$ cat src/rtl/bus_xfer_pkg.sv
// Shared types and widths for the bus transfer sequencer and its decoders.
package bus_xfer_pkg;

   typedef enum logic [1:0] {
      IDLE  = 2'd0,
      DRIVE = 2'd1,
      WAIT  = 2'd2,
      LATCH = 2'd3
   } xfer_state_e;

   localparam int DEF_NUM_UNITS = 8;
   localparam int DEF_ID_W      = 3;
   localparam int SETTLE_W      = 4;
   localparam int TIMEOUT_W     = 8;

   // A request is only usable when it names two different agents that both exist.
   function automatic logic ids_legal(input int src, input int dst, input int numUnits);
      return (src != dst) && (src < numUnits) && (dst < numUnits);
   endfunction

endpackage

$ cat src/rtl/id_onehot_dec.sv
// Gated ID to one-hot decoder; IDs with no matching agent decode to all-zero.
module id_onehot_dec #(
   parameter int ID_W      = 3,
   parameter int NUM_UNITS = 8
)(
   input  logic [ID_W-1:0]      i_id,
   input  logic                 i_gate,
   output logic [NUM_UNITS-1:0] o_onehot
);

   always_comb begin
      o_onehot = '0;
      for (int k = 0; k < NUM_UNITS; k++) begin
         if (i_gate && (i_id == ID_W'(k))) begin
            o_onehot[k] = 1'b1;
         end
      end
   end

endmodule

$ cat src/rtl/bus_transfer_ctrl.sv
// Initiator for the enable/latch bus protocol: drives one source onto the shared
// DATA bus, optionally waits for a slow source, then strobes one destination.
module bus_transfer_ctrl
   import bus_xfer_pkg::*;
#(
   parameter int NUM_UNITS     = DEF_NUM_UNITS,
   parameter int ID_W          = DEF_ID_W,
   parameter int SETTLE_CYCLES = 1,
   parameter int WAIT_TIMEOUT  = 15
)(
   input  logic                 clk,
   input  logic                 reset_n,
   input  logic                 req_valid,
   output logic                 req_ready,
   input  logic [ID_W-1:0]      req_src,
   input  logic [ID_W-1:0]      req_dst,
   input  logic                 req_wait,
   input  logic                 src_ack,
   output logic [NUM_UNITS-1:0] enable,
   output logic [NUM_UNITS-1:0] latch,
   output logic                 busy,
   output logic                 done,
   output logic                 err
);

   localparam logic [SETTLE_W-1:0]  SETTLE_LOAD = SETTLE_W'(SETTLE_CYCLES - 1);
   localparam logic [TIMEOUT_W-1:0] TMO_LAST    = TIMEOUT_W'(WAIT_TIMEOUT - 1);

   xfer_state_e          r_state;
   logic                 r_ready;
   logic                 r_done;
   logic                 r_err;
   logic [ID_W-1:0]      r_src;
   logic [ID_W-1:0]      r_dst;
   logic                 r_wait;
   logic [SETTLE_W-1:0]  r_settle;
   logic [TIMEOUT_W-1:0] r_tmo;

   logic                 w_reqLegal;
   logic                 w_enGate;
   logic                 w_latGate;

   assign w_reqLegal = ids_legal(int'(req_src), int'(req_dst), NUM_UNITS);

   // r_ready resets low even though the state is IDLE, so nothing is accepted
   // until the first edge after reset release.
   always_ff @(posedge clk or negedge reset_n) begin
      if (!reset_n) begin
         r_state  <= IDLE;
         r_ready  <= 1'b0;
         r_done   <= 1'b0;
         r_err    <= 1'b0;
         r_src    <= '0;
         r_dst    <= '0;
         r_wait   <= 1'b0;
         r_settle <= '0;
         r_tmo    <= '0;
      end else begin
         r_done <= 1'b0;
         r_err  <= 1'b0;
         unique case (r_state)
            IDLE: begin
               if (r_ready && req_valid) begin
                  if (w_reqLegal) begin
                     r_src    <= req_src;
                     r_dst    <= req_dst;
                     r_wait   <= req_wait;
                     r_settle <= SETTLE_LOAD;
                     r_ready  <= 1'b0;
                     r_state  <= DRIVE;
                  end else begin
                     r_err <= 1'b1;
                  end
               end else begin
                  r_ready <= 1'b1;
               end
            end
            DRIVE: begin
               if (r_settle == '0) begin
                  r_tmo   <= '0;
                  r_state <= r_wait ? WAIT : LATCH;
               end else begin
                  r_settle <= r_settle - 1'b1;
               end
            end
            WAIT: begin
               if (src_ack) begin
                  r_state <= LATCH;
               end else if (r_tmo == TMO_LAST) begin
                  r_err   <= 1'b1;
                  r_ready <= 1'b1;
                  r_state <= IDLE;
               end else begin
                  r_tmo <= r_tmo + 1'b1;
               end
            end
            LATCH: begin
               r_done  <= 1'b1;
               r_ready <= 1'b1;
               r_state <= IDLE;
            end
            default: r_state <= IDLE;
         endcase
      end
   end

   // Strobes decode only registered state, so reset clears them without a clock.
   assign w_enGate  = (r_state != IDLE);
   assign w_latGate = (r_state == LATCH);

   id_onehot_dec #(.ID_W(ID_W), .NUM_UNITS(NUM_UNITS)) u_enableDec (
      .i_id     (r_src),
      .i_gate   (w_enGate),
      .o_onehot (enable)
   );

   id_onehot_dec #(.ID_W(ID_W), .NUM_UNITS(NUM_UNITS)) u_latchDec (
      .i_id     (r_dst),
      .i_gate   (w_latGate),
      .o_onehot (latch)
   );

   assign req_ready = r_ready;
   assign busy      = w_enGate;
   assign done      = r_done;
   assign err       = r_err;

endmodule

$ cat config.mk
export PLATFORM = sky130hd
export DESIGN_NAME = bus_transfer_ctrl
export DESIGN_NICKNAME = d
export VERILOG_FILES = /design/src/rtl/bus_xfer_pkg.sv /design/src/rtl/id_onehot_dec.sv /design/src/rtl/bus_transfer_ctrl.sv
export SDC_FILE = /design/constraint.sdc
export NUM_CORES = 1
export LEC_CHECK = 0
export ABC_AREA = 0
export BUFFER_PORTS_ARGS = -buffer_cell sky130_fd_sc_hd__buf_2
export CAP_MARGIN = 30
export CORE_MARGIN = 2
export CORE_UTILIZATION = 56
export DETAILED_ROUTE_END_ITERATION = 8
export PLACE_DENSITY = 0.91
export SLEW_MARGIN = 20
export SYNTH_ARGS = -nofsm -noshare
export SYNTH_HDL_FRONTEND = slang
export SYNTH_SLANG_ARGS = --single-unit
$ cat constraint.sdc
create_clock -name clk -period 3.7 [get_ports clk]
set_input_delay 0 -clock clk [delete_from_list [all_inputs] [get_ports clk]]
set_output_delay 0 -clock clk [all_outputs]
set_load 0.03 [all_outputs]
==> results of run 1 <==
## cells by family after synthesis
| kind of cell | Yosys count |
|---|---|
| flip-flops | 24 |
| XOR/XNOR | 6 |
| AND/OR/NAND/NOR | 70 |
| buffers and inverters | 7 |
| AO/OA/AOI/OAI | 22 |
| adder cells (fa/ha/maj) | 3 |
| multiplexers | 8 |
## stage by stage
step	cell area [sq um]	hold slack, ns
floorplan	1326	-0.2956
global placement	1506	0.0007748
detailed placement	1506	0.005118
CTS	1633	0.1244
global route	1633	0.1340
finish	1633	0.1313
## metal layers
layer / vias up / wire length, um
met2: 47 / 1497
met3: 5 / 142
li1: 580 / -
met1: 571 / 1101
met4: 0 / 40
met5: - / 0
## synth_stat cells
master / count / area, sq um
a211o_1: 1 / 8.760
a211oi_1: 3 / 22.52
a21oi_1: 5 / 25.02
and2_1: 2 / 12.51
and2b_1: 1 / 7.510
and4bb_2: 1 / 12.51
buf_2: 1 / 5.000
dfrtp_1: 24 / 600.6
ha_1: 3 / 37.54
inv_1: 6 / 22.52
mux2_2: 6 / 67.56
mux2i_1: 2 / 20.02
nand2_1: 13 / 48.80
nand2b_1: 7 / 43.79
nand3_1: 4 / 20.02
nand3b_1: 1 / 7.510
nand4_1: 1 / 6.260
nor2_1: 23 / 86.33
nor2_2: 1 / 6.260
nor2b_1: 1 / 6.260
nor3_1: 5 / 25.02
nor3b_1: 1 / 7.510
nor4_1: 2 / 12.51
o211ai_1: 2 / 15.01
o21ai_0: 3 / 15.01
o21bai_4: 1 / 18.77
o2bb2ai_1: 1 / 8.760
o311ai_0: 1 / 8.760
o31a_1: 1 / 8.760
o31ai_1: 2 / 15.01
o32ai_1: 2 / 17.52
or2_2: 1 / 6.260
or3_1: 3 / 18.77
or3b_4: 1 / 11.26
or4_1: 1 / 7.510
or4b_1: 1 / 10.01
xnor2_1: 1 / 8.760
xor2_1: 5 / 43.79
## worst max path at each step
stage	start	to	cells past startpoint
floorplan	r_tmo[0]	r_tmo[4]	6
global placement	r_tmo[0]	r_tmo[4]	6
detailed placement	r_tmo[0]	r_tmo[4]	6
CTS	r_tmo[0]	r_tmo[4]	6
global route	r_settle[1]	r_tmo[3]	6
finish	r_tmo[0]	r_tmo[4]	6
## critical path: cells and delay by family (launching register included)
family	cells	cell delay, ns
buf+inv	1	0.08
mux	1	0.17
compound gates	1	0.25
simple gates	2	0.67
flops	1	0.46
fa+ha+maj	1	0.13
## repair_timing
action                                  CTS  global route
endpoints found under the hold margin    33             0
endpoints found under the setup margin    0             0
hold buffers                              9             0
## registers in the layout (all words and copies together), names as in the netlist
register   count
r_wait         1
r_src          3
r_tmo          8
done           1
r_state        2
err            1
r_settle       4
r_dst          3
req_ready      1
## report_power, final
part	total [mW]	internal [mW]	switching, mW
clock	0.135	0.0602	0.0753
combinational	0.531	0.209	0.321
sequential	0.459	0.354	0.106
total	1.13	0.623	0.502
## placed cells by master (no fill, tap or decap), drive strengths merged, types with 3 or more instances in the layout
cell type	n
nor3	5
nor2	24
ha	3
or3	3
nand3	4
dlygate4sd3	9
xor2	5
inv	6
a211oi	3
nand2	13
mux2	6
o21ai	3
clkbuf	4
nand2b	7
a21oi	5
buf	30
dfrtp	24
## area by class of cell
cell class / instances / area (sq um) / area share
clock buffers: 4 / 36.28 / 0.02222
inverters: 6 / 22.52 / 0.01379
multi-input cells: 109 / 698.2 / 0.4276
flip-flops and latches: 24 / 600.6 / 0.3678
well taps: 28 / 35.03 / 0.02146
repair buffers: 39 / 240.2 / 0.1471
==> reports/qor.csv, run 1 <==
stage,metric,value,unit
status,status,finished clean,
global_routing,initial antenna violation count,0,
flow_run,Max Cap Viol,0,
drt,drt wl/cell,13.24,um
pwr,PwrDens,689.2,nW/um^2
floorplan,Starting Density,0.5938,
clocking,root buffer cell,clkbuf_4,
clocking,"Setup Fix Bufs, Post-CTS",0,
synthesis,Post-Syn Instances,140,
finish,FILL cells,161,
drt,DR vias/cell,5.729,
sta,setup_tns,0,ns
critical_path,Worst R2R Setup Slack,1.87,ns
worst_hold_path,sink of the worst hold path,r_src[2],
floorplan,die area,2774,sq um
finish,share of cells above drive strength 1,0.2473,
synthesis,XOR/XNOR share of the synthesized area,0.03962,
floorplan,Die X,52.67,um
critical_path,critical path capture point type,register,
finish,final net count,197,
global_routing,met2 Resource Use GR,0.4313,
global_routing,first-pass GRT wire length,4478,um
synthesis,"flops & latches, synth",24,
synthesis,Synth Area in Compound Gates,0.1236,
synthesis,largest family of logic cells by synthesized area,simple AND/OR/NAND/NOR gates,
sta,part of the cycle the worst path needs,0.4949,
clocking,# clock sinks,24,
finish,P&R area growth vs syn,23.11,%
floorplan,# rows,17,
global_routing,gr busiest metal,met2,
drt,vias,1203,
critical_path,critical path cell sequence,inv_1 -> ha_1 -> or4b_1 -> o21bai_4 -> or3_1 -> mux2i_1,
sta,RSZ-0062 raised after global routing,false,
synthesis,post-synth cell types,38,
sta,max-slew violation count,0,
finish,Ant. Diodes,0,
clocking,"Reg clk slew, reported paths",0.12,ns
worst_hold_path,hold depth,4,
global_routing,largest net degree at the start of global routing,25,
critical_path,slowest cell delay on critical path,0.52,ns
sta,f_max,0.5461,GHz
floorplan,io pins,31,
place,pre-CTS WS,1.881,ns
critical_path,R2R Path End,r_tmo[4],
drt,DRC Markers,0,
global_routing,Total GRT Usage,0.2230,
clocking,PostCTS Resize Cnt,0,
clocking,CTS tree,done,
place,IO buf count,30,
sta,endpoints failing hold,0,
synthesis,"Net Count, Synth",154,
synthesis,sequential share of the synthesized area,0.4528,
critical_path,Setup Crit Path Kind,reg -> reg,
sta,minimum clock period,1.831,ns
critical_path,worst r2r src,r_tmo[0],
sta,# setup viols final,0,
synthesis,Mapped Avg Cell Area,9.473,sq um
drt,TritonRoute pass-1 iters,4,
clocking,clk_lat worst skew,0.31,ns
critical_path,Worst setup SP type,register,
critical_path,worst reg2reg path depth,6,
floorplan,Die Ht,52.67,um
sta,clock skew,0.002821,ns
worst_hold_path,Hold Path Class,in -> reg,
critical_path,WP data required,3.94,ns
synthesis,Yosys Warn Count,0,
global_routing,vias in the first global route,1085,
sta,setup ws final,1.869,ns
finish,fin cells,210,
drt,initial DRC count,24,
synthesis,mux cell area share after synthesis,0.06604,
drt,routed wire length,2781,um
critical_path,CP Max Fanout,9,
place,DP HPWL,2145,um
sta,worst slew pin tran,0.5834,ns
worst_hold_path,hold path startpoint,req_valid,
pwr,Final Power,1.125,mW
synthesis,Synth Area in Adders,0.02830,
critical_path,CP max-delay cell,or4b_1,
finish,post-layout util,0.7311,
place,placed insts,197,
global_routing,met3 Track Usage GR,0.03429,
pwr,Worst VDD drop,0.4966,mV
pwr,Leak,0.7601,nW
global_routing,met1 Use GR,0.2355,
critical_path,Worst EP arrival,2.08,ns
clocking,Bufs on Longest Clock Path,2,
global_routing,gr ovfl total,0,
synthesis,Synth Area in Simple Gates,0.2689,
clocking,number of H-tree levels,1,
synthesis,"Cell Area, Synth",1326,sq um
drt,Routed Antenna Nets,0,
floorplan,Core Footprint,2233,sq um
sta,Slew headroom,0.6102,
clocking,total CTS buffers,3,
place,GP Congestion,0.8651,
Note: power is estimated with default switching activity, not from simulation.
==> run 2, diff against run 1 <==
--- a/config.mk
+++ b/config.mk
@@ -9,9 +9,9 @@
 export BUFFER_PORTS_ARGS = -buffer_cell sky130_fd_sc_hd__buf_2
 export CAP_MARGIN = 30
 export CORE_MARGIN = 2
-export CORE_UTILIZATION = 56
+export CORE_UTILIZATION = 52
 export DETAILED_ROUTE_END_ITERATION = 8
-export PLACE_DENSITY = 0.91
+export PLACE_DENSITY = 0.86
 export SLEW_MARGIN = 20
 export SYNTH_ARGS = -nofsm -noshare
 export SYNTH_HDL_FRONTEND = slang
==> constraint.sdc (replaced) <==
create_clock -name clk -period 1.79 [get_ports clk]
set_input_delay 0 -clock clk [delete_from_list [all_inputs] [get_ports clk]]
set_output_delay 0 -clock clk [all_outputs]
set_load 0.03 [all_outputs]
==> run 2 against run 1 <==
Effect of this change: cell count up 3.8%; clock power up 110%; combinational power rose by 120%; first-iteration DRC count down 13%; cell area grew 4.0%; fmax is 7.4% higher; die area increased by 7.1%; critical endpoint is now r_tmo[6].
==> reports/qor.csv, run 2 (same netlist as run 1, synthesis figures left out) <==
stage,metric,value,unit
global_routing,first-pass GRT wire length,4298,um
finish,Largest register FFs,8,
clocking,clk_lat worst skew,0.31,ns
clocking,# clock sinks,24,
place,DP HPWL,2078,um
drt,TritonRoute pass-1 iters,7,
finish,"most common cell after layout, fill and taps aside",buf_2,
global_routing,largest net degree at the start of global routing,25,
status,status,finished clean,
critical_path,Setup Crit Path Kind,reg -> reg,
critical_path,Worst setup SP type,register,
sta,max-slew violation count,0,
floorplan,Die X,54.50,um
drt,DR vias/cell,5.638,
finish,Ant. Diodes,0,
sta,RSZ-0062 raised after global routing,false,
floorplan,Starting Density,0.5403,
clocking,number of H-tree levels,1,
drt,vias,1229,
floorplan,Die Ht,54.50,um
critical_path,WP data required,2.00,ns
finish,Largest Register,r_tmo,
finish,P&R area growth vs syn,28.02,%
drt,drt wl/cell,13.17,um
floorplan,Core Footprint,2455,sq um
place,GP Congestion,0.8284,
critical_path,CP max-delay cell,or4_1,
critical_path,"delay-heaviest family, CP",simple AND/OR/NAND/NOR gates,
sta,Fin Hold WS,0.1189,ns
sta,minimum clock period,1.705,ns
drt,DRC Markers,0,
floorplan,io pins,31,
finish,share of cells above drive strength 1,0.2819,
critical_path,Worst EP arrival,1.92,ns
clocking,Bufs on Longest Clock Path,2,
global_routing,gr ovfl total,0,
pwr,Leak,0.7950,nW
critical_path,CP bufs+invs,0,
floorplan,die area,2970,sq um
clocking,total CTS buffers,3,
worst_hold_path,Hold Path Class,in -> reg,
drt,initial DRC count,21,
finish,final net count,203,
drt,routed wire length,2870,um
finish,"commonest non-fill, non-tap cells in the layout","buf_2, nor2_1, dfrtp_1, nand2_1, dlygate4sd3_1",
finish,biggest regs,"r_tmo x8, r_settle x4",
sta,# setup viols final,0,
sta,clock skew,0.001772,ns
floorplan,# rows,18,
flow_run,Max Cap Viol,0,
sta,Slew headroom,0.6429,
clocking,CTS tree,done,
critical_path,CP Max Fanout,7,
clocking,root buffer cell,clkbuf_4,
place,IO buf count,30,
global_routing,Total GRT Usage,0.2003,
clocking,"Reg clk slew, reported paths",0.13,ns
sta,endpoints failing hold,0,
drt,Routed Antenna Nets,0,
global_routing,vias in the first global route,1077,
sta,setup_tns,0,ns
sta,worst slew pin tran,0.5356,ns
sta,part of the cycle the worst path needs,0.9527,
sta,f_max,0.5864,GHz
pwr,PwrDens,1419,nW/um^2
critical_path,critical path capture point type,register,
critical_path,critical path cell sequence,or3b_4 -> or4_1 -> xor2_1 -> nor2_2,
global_routing,initial antenna violation count,0,
critical_path,slowest cell delay on critical path,0.49,ns
pwr,Worst VDD drop,1.007,mV
run 2: path summary, 6_finish.rpt:
path	from	end	slack, ns	cells past startpoint
min in group asynchronous	reset_n	r_settle[1]	0.19	2
min	req_valid	r_src[2]	0.12	4
min reg2reg	r_wait	r_wait	0.54	1
max	r_state[0]	r_tmo[6]	0.08	4
max in group asynchronous	reset_n	r_state[1]	1.22	2
max reg2reg	r_state[0]	r_tmo[6]	0.08	4
run 2: cell type report:
type,instances,area (sq um)
timing repair buffer,45,297.8
sequential,24,601.8
clock buffer,4,36.28
multi-input combinational,109,701.9
inverter,6,22.52
fill,184,757.0
tap,30,37.54
run 2: per-stage QoR:
| step | setup slack, ns | instances | area [sq um] | utilization | power [mW] |
|---|---|---|---|---|---|
| floorplan | 0.09781 | 140 | 1326 | - | 1.744 |
| global placement | 0.1143 | 204 | 1559 | 0.6351 | 2.047 |
| detailed placement | 0.04270 | 204 | 1559 | 0.6351 | 2.110 |
| CTS | 0.01502 | 217 | 1685 | 0.6865 | 2.408 |
| global route | 0.02122 | 218 | 1698 | 0.6916 | 2.595 |
| finish | 0.08473 | 218 | 1698 | 0.6916 | 2.410 |
run 2: metal layers:
| layer | routed length, um | part of all wire | GRT usage |
|---|---|---|---|
| met5 | 0 | 0 | 0 |
| met1 | 1112 | 0.39 | 0.1965 |
| met3 | 150 | 0.052 | 0.02732 |
| met4 | 12 | 0.0042 | 0.06667 |
| met2 | 1595 | 0.56 | 0.4157 |
run 2: timing repair:
| action | in CTS | in global routing |
|---|---|---|
| setup buffers | 0 | 1 |
| endpoints found under the hold margin | 33 | 0 |
| endpoints found under the setup margin | 0 | 4 |
| gates resized for setup | 0 | 2 |
| hold buffers | 9 | 0 |
run 2: worst register-to-register path: stages, from the launching register on:
cell and delay [ns]:
dfrtp_1 0.46, or3b_4 0.45, or4_1 0.49, xor2_1 0.17, nor2_2 0.04
run 2: power breakdown:
group | total [mW] | switching, mW | internal (mW)
combinational | 1.19 | 0.689 | 0.505
sequential | 0.933 | 0.200 | 0.733
clock | 0.283 | 0.159 | 0.124
==> run 3, diff against run 2 <==
--- a/config.mk
+++ b/config.mk
@@ -5,13 +5,13 @@
 export SDC_FILE = /design/constraint.sdc
 export NUM_CORES = 1
 export LEC_CHECK = 0
-export ABC_AREA = 0
+export ABC_AREA = 1
 export BUFFER_PORTS_ARGS = -buffer_cell sky130_fd_sc_hd__buf_2
 export CAP_MARGIN = 30
 export CORE_MARGIN = 2
-export CORE_UTILIZATION = 52
+export CORE_UTILIZATION = 54
 export DETAILED_ROUTE_END_ITERATION = 8
-export PLACE_DENSITY = 0.86
+export PLACE_DENSITY = 0.87
 export SLEW_MARGIN = 20
 export SYNTH_ARGS = -nofsm -noshare
 export SYNTH_HDL_FRONTEND = slang
==> run 3 against run 2 <==
Effect of this change: worst hold slack improved by 0.049 ns; non-clock buffer count fell by 5; critical path depth did not move; worst setup slack gained 0.13 ns; largest power group unchanged; count of clock-buffer cells in the layout did not move; critical endpoint is now latch[0]; global-route usage is 1.6 points higher; combinational power rose by 11%; total power rose by 2.6%; sequential share of layout area fell by 1.8 points; via count rose by 16%; wire length rose by 14%.
==> reports/qor.csv, run 3 <==
stage,metric,value,unit
drt,routed wire length,3260,um
drt,drt wl/cell,11.64,um
place,IO buf count,30,
synthesis,Async SR Flop Fraction,1.000,
clocking,total CTS buffers,3,
clocking,root buffer cell,clkbuf_4,
synthesis,Yosys Warn Count,0,
global_routing,vias in the first global route,1284,
critical_path,"delay-heaviest family, CP",simple AND/OR/NAND/NOR gates,
sta,part of the cycle the worst path needs,0.8827,
floorplan,Starting Density,0.5811,
sta,# setup viols final,0,
critical_path,critical path capture point type,primary output,
clocking,Bufs on Longest Clock Path,2,
finish,final net count,265,
pwr,sequential power share,0.348,
drt,TritonRoute pass-1 iters,4,
sta,minimum clock period,1.580,ns
sta,endpoints failing hold,0,
finish,P&R area growth vs syn,20.64,%
floorplan,die area,3173,sq um
synthesis,post-synth cell types,23,
pwr,clock share of power,0.117,
synthesis,Mapped Avg Cell Area,7.110,sq um
flow_run,Max Cap Viol,0,
pwr,PwrDens,1386,nW/um^2
finish,share of cells above drive strength 1,0.2280,
synthesis,Main synth FF type,dfrtp_1,
place,DP HPWL,2252,um
finish,"most common cell after layout, fill and taps aside",nand2_1,
global_routing,largest net degree at the start of global routing,25,
critical_path,CP bufs+invs,1,
clocking,number of H-tree levels,1,
critical_path,Worst setup SP type,register,
sta,Slew headroom,0.6505,
place,GP Congestion,0.7814,
synthesis,cell accounting for the most synthesized area,dfrtp_1,
synthesis,Post-Syn Instances,208,
sta,clock skew,0.004777,ns
status,status,finished clean,
clocking,PostCTS Resize Cnt,0,
floorplan,Die X,56.33,um
global_routing,Total GRT Usage,0.2166,
finish,biggest regs,"r_tmo x8, r_settle x4",
finish,"commonest non-fill, non-tap cells in the layout","nand2_1, nor2_1, buf_2, dfrtp_1, inv_1",
sta,RSZ-0062 raised after global routing,false,
critical_path,critical path cell sequence,nand2_1 -> or2_2 -> nor2_1 -> buf_2,
clocking,clk_lat worst skew,0.32,ns
clocking,CTS tree,done,
finish,FILL cells,205,
global_routing,initial antenna violation count,0,
synthesis,"Net Count, Synth",222,
synthesis,cell with the most instances after synthesis,nand2_1,
finish,Ant. Diodes,0,
critical_path,Setup Crit Path Kind,reg -> out,
clocking,# clock sinks,24,
critical_path,CP Max Fanout,5,
floorplan,Die Ht,56.33,um
pwr,switching power,1.223,mW
synthesis,Post-synth top cells,"nand2_1, nor2_1, dfrtp_1",
synthesis,sequential share of the synthesized area,0.4061,
drt,DRC Markers,0,
pwr,combinational share of power,0.535,
floorplan,io pins,31,
synthesis,"Cell Area, Synth",1479,sq um
sta,max-slew violation count,0,
sta,Fin Hold WS,0.1679,ns
drt,initial DRC count,67,
sta,f_max,0.6329,GHz
synthesis,Area contributors post-synth,"dfrtp_1, nand2_1, nor2_1",
critical_path,WP data required,1.79,ns
critical_path,CP max-delay cell,dfrtp_1,
finish,Largest register FFs,8,
drt,DR vias/cell,5.104,
floorplan,# rows,18,
critical_path,Worst EP arrival,1.58,ns
synthesis,"flops & latches, synth",24,
floorplan,Core Footprint,2545,sq um
critical_path,slowest cell delay on critical path,0.51,ns
finish,Largest Register,r_tmo,
drt,vias,1429,
pwr,Leak,0.9868,nW
sta,worst slew pin tran,0.5243,ns
clocking,"Reg clk slew, reported paths",0.13,ns
pwr,internal power,1.251,mW
synthesis,Post-synth EDFFs,0,
pwr,switching share of power,0.4944,
global_routing,gr ovfl total,0,
synthesis,Synth top area share,0.4061,
sta,setup_tns,0,ns
pwr,Worst VDD drop,1.267,mV
drt,Routed Antenna Nets,0,
worst_hold_path,Hold Path Class,in -> async,
global_routing,first-pass GRT wire length,5471,um
run 3: changes by cell type in the layout (fill, tap and decap cells not counted), moves of 7 or more:
cell,before,now
inv_1,6,21
nand3_1,4,20
nand2_1,13,64
o21ai_1,0,7
inv_2,0,7
nand2b_1,7,0
nor2_1,23,32
run 3: power by group through the flow:
| stage | combinational [mW] | sequential, mW | clock, mW |
|---|---|---|---|
| 2_1_floorplan | 0.994 | 0.878 | 0 |
| 3_3_place_gp | 1.26 | 0.861 | 0 |
| 3_5_place_dp | 1.29 | 0.868 | 0 |
| 4_1_cts | 1.31 | 0.855 | 0.293 |
| 5_1_grt | 1.47 | 0.882 | 0.306 |
| 6_report | 1.32 | 0.861 | 0.289 |
run 3: path summary, 6_finish.rpt:
path / start / to / slack (ns) / cells past startpoint
hold reg to reg: r_wait / r_wait / 0.53 / 2
min in group clk: req_wait / r_wait / 0.45 / 4
max in group asynchronous: reset_n / r_tmo[5] / 1.27 / 2
setup / recovery: r_state[0] / latch[0] / 0.21 / 4
hold / removal: reset_n / r_src[0] / 0.17 / 2
setup reg to reg: r_state[0] / r_src[1] / 0.22 / 7
run 3: final cells by class:
class | instances | area [sq um] | share of cell area
flip-flops and latches | 24 | 600.6 | 0.3366
clock buffers | 4 | 36.28 | 0.02034
repair buffers | 40 | 250.2 | 0.1403
well taps | 30 | 37.54 | 0.02104
multi-input cells | 154 | 754.5 | 0.4229
inverters | 28 | 105.1 | 0.05891
run 3: cell families after synthesis:
| group | after synthesis | synth area share |
|---|---|---|
| buffers and inverters | 30 | 0.08376 |
| adder cells (fa/ha/maj) | 3 | 0.02538 |
| flip-flops | 24 | 0.4061 |
| AO/OA/AOI/OAI | 11 | 0.04484 |
| XOR/XNOR | 7 | 0.04146 |
| AND/OR/NAND/NOR | 133 | 0.3985 |
run 3: what timing repair did:
| action | 4_1_cts | 5_1_grt |
|---|---|---|
| hold buffers | 10 | 0 |
| setup buffers | 0 | 0 |
| endpoints found under the hold margin | 33 | 0 |
run 3: worst register-to-register path, stage by stage, from the launching register on:
cell and delay (ns):
dfrtp_1 0.49, nor2_2 0.19, inv_2 0.07, nor2_2 0.10
nand2_1 0.25, inv_2 0.21, nand2_1 0.08, o21ai_1 0.12
run 3: metal layers:
metal  global-route usage  part of all wire  vias to the layer above
met5                    0                 0                        -
met4              0.06463             0.010                        0
met3              0.04839             0.049                        5
met2               0.3513              0.48                       43
met1               0.2906              0.46                      654
li1                     -                 -                      727
run 3: stage by stage:
step / cells / setup WS [ns] / instance area [sq um] / utilization / power, mW
global route: 280 / 0.08716 / 1784 / 0.7011 / 2.661
global placement: 266 / 0.2982 / 1648 / 0.6475 / 2.123
finish: 280 / 0.2100 / 1784 / 0.7011 / 2.473
CTS: 280 / 0.2241 / 1784 / 0.7011 / 2.461
floorplan: 208 / 0.4972 / 1479 / - / 1.872
detailed placement: 266 / 0.2413 / 1648 / 0.6475 / 2.158
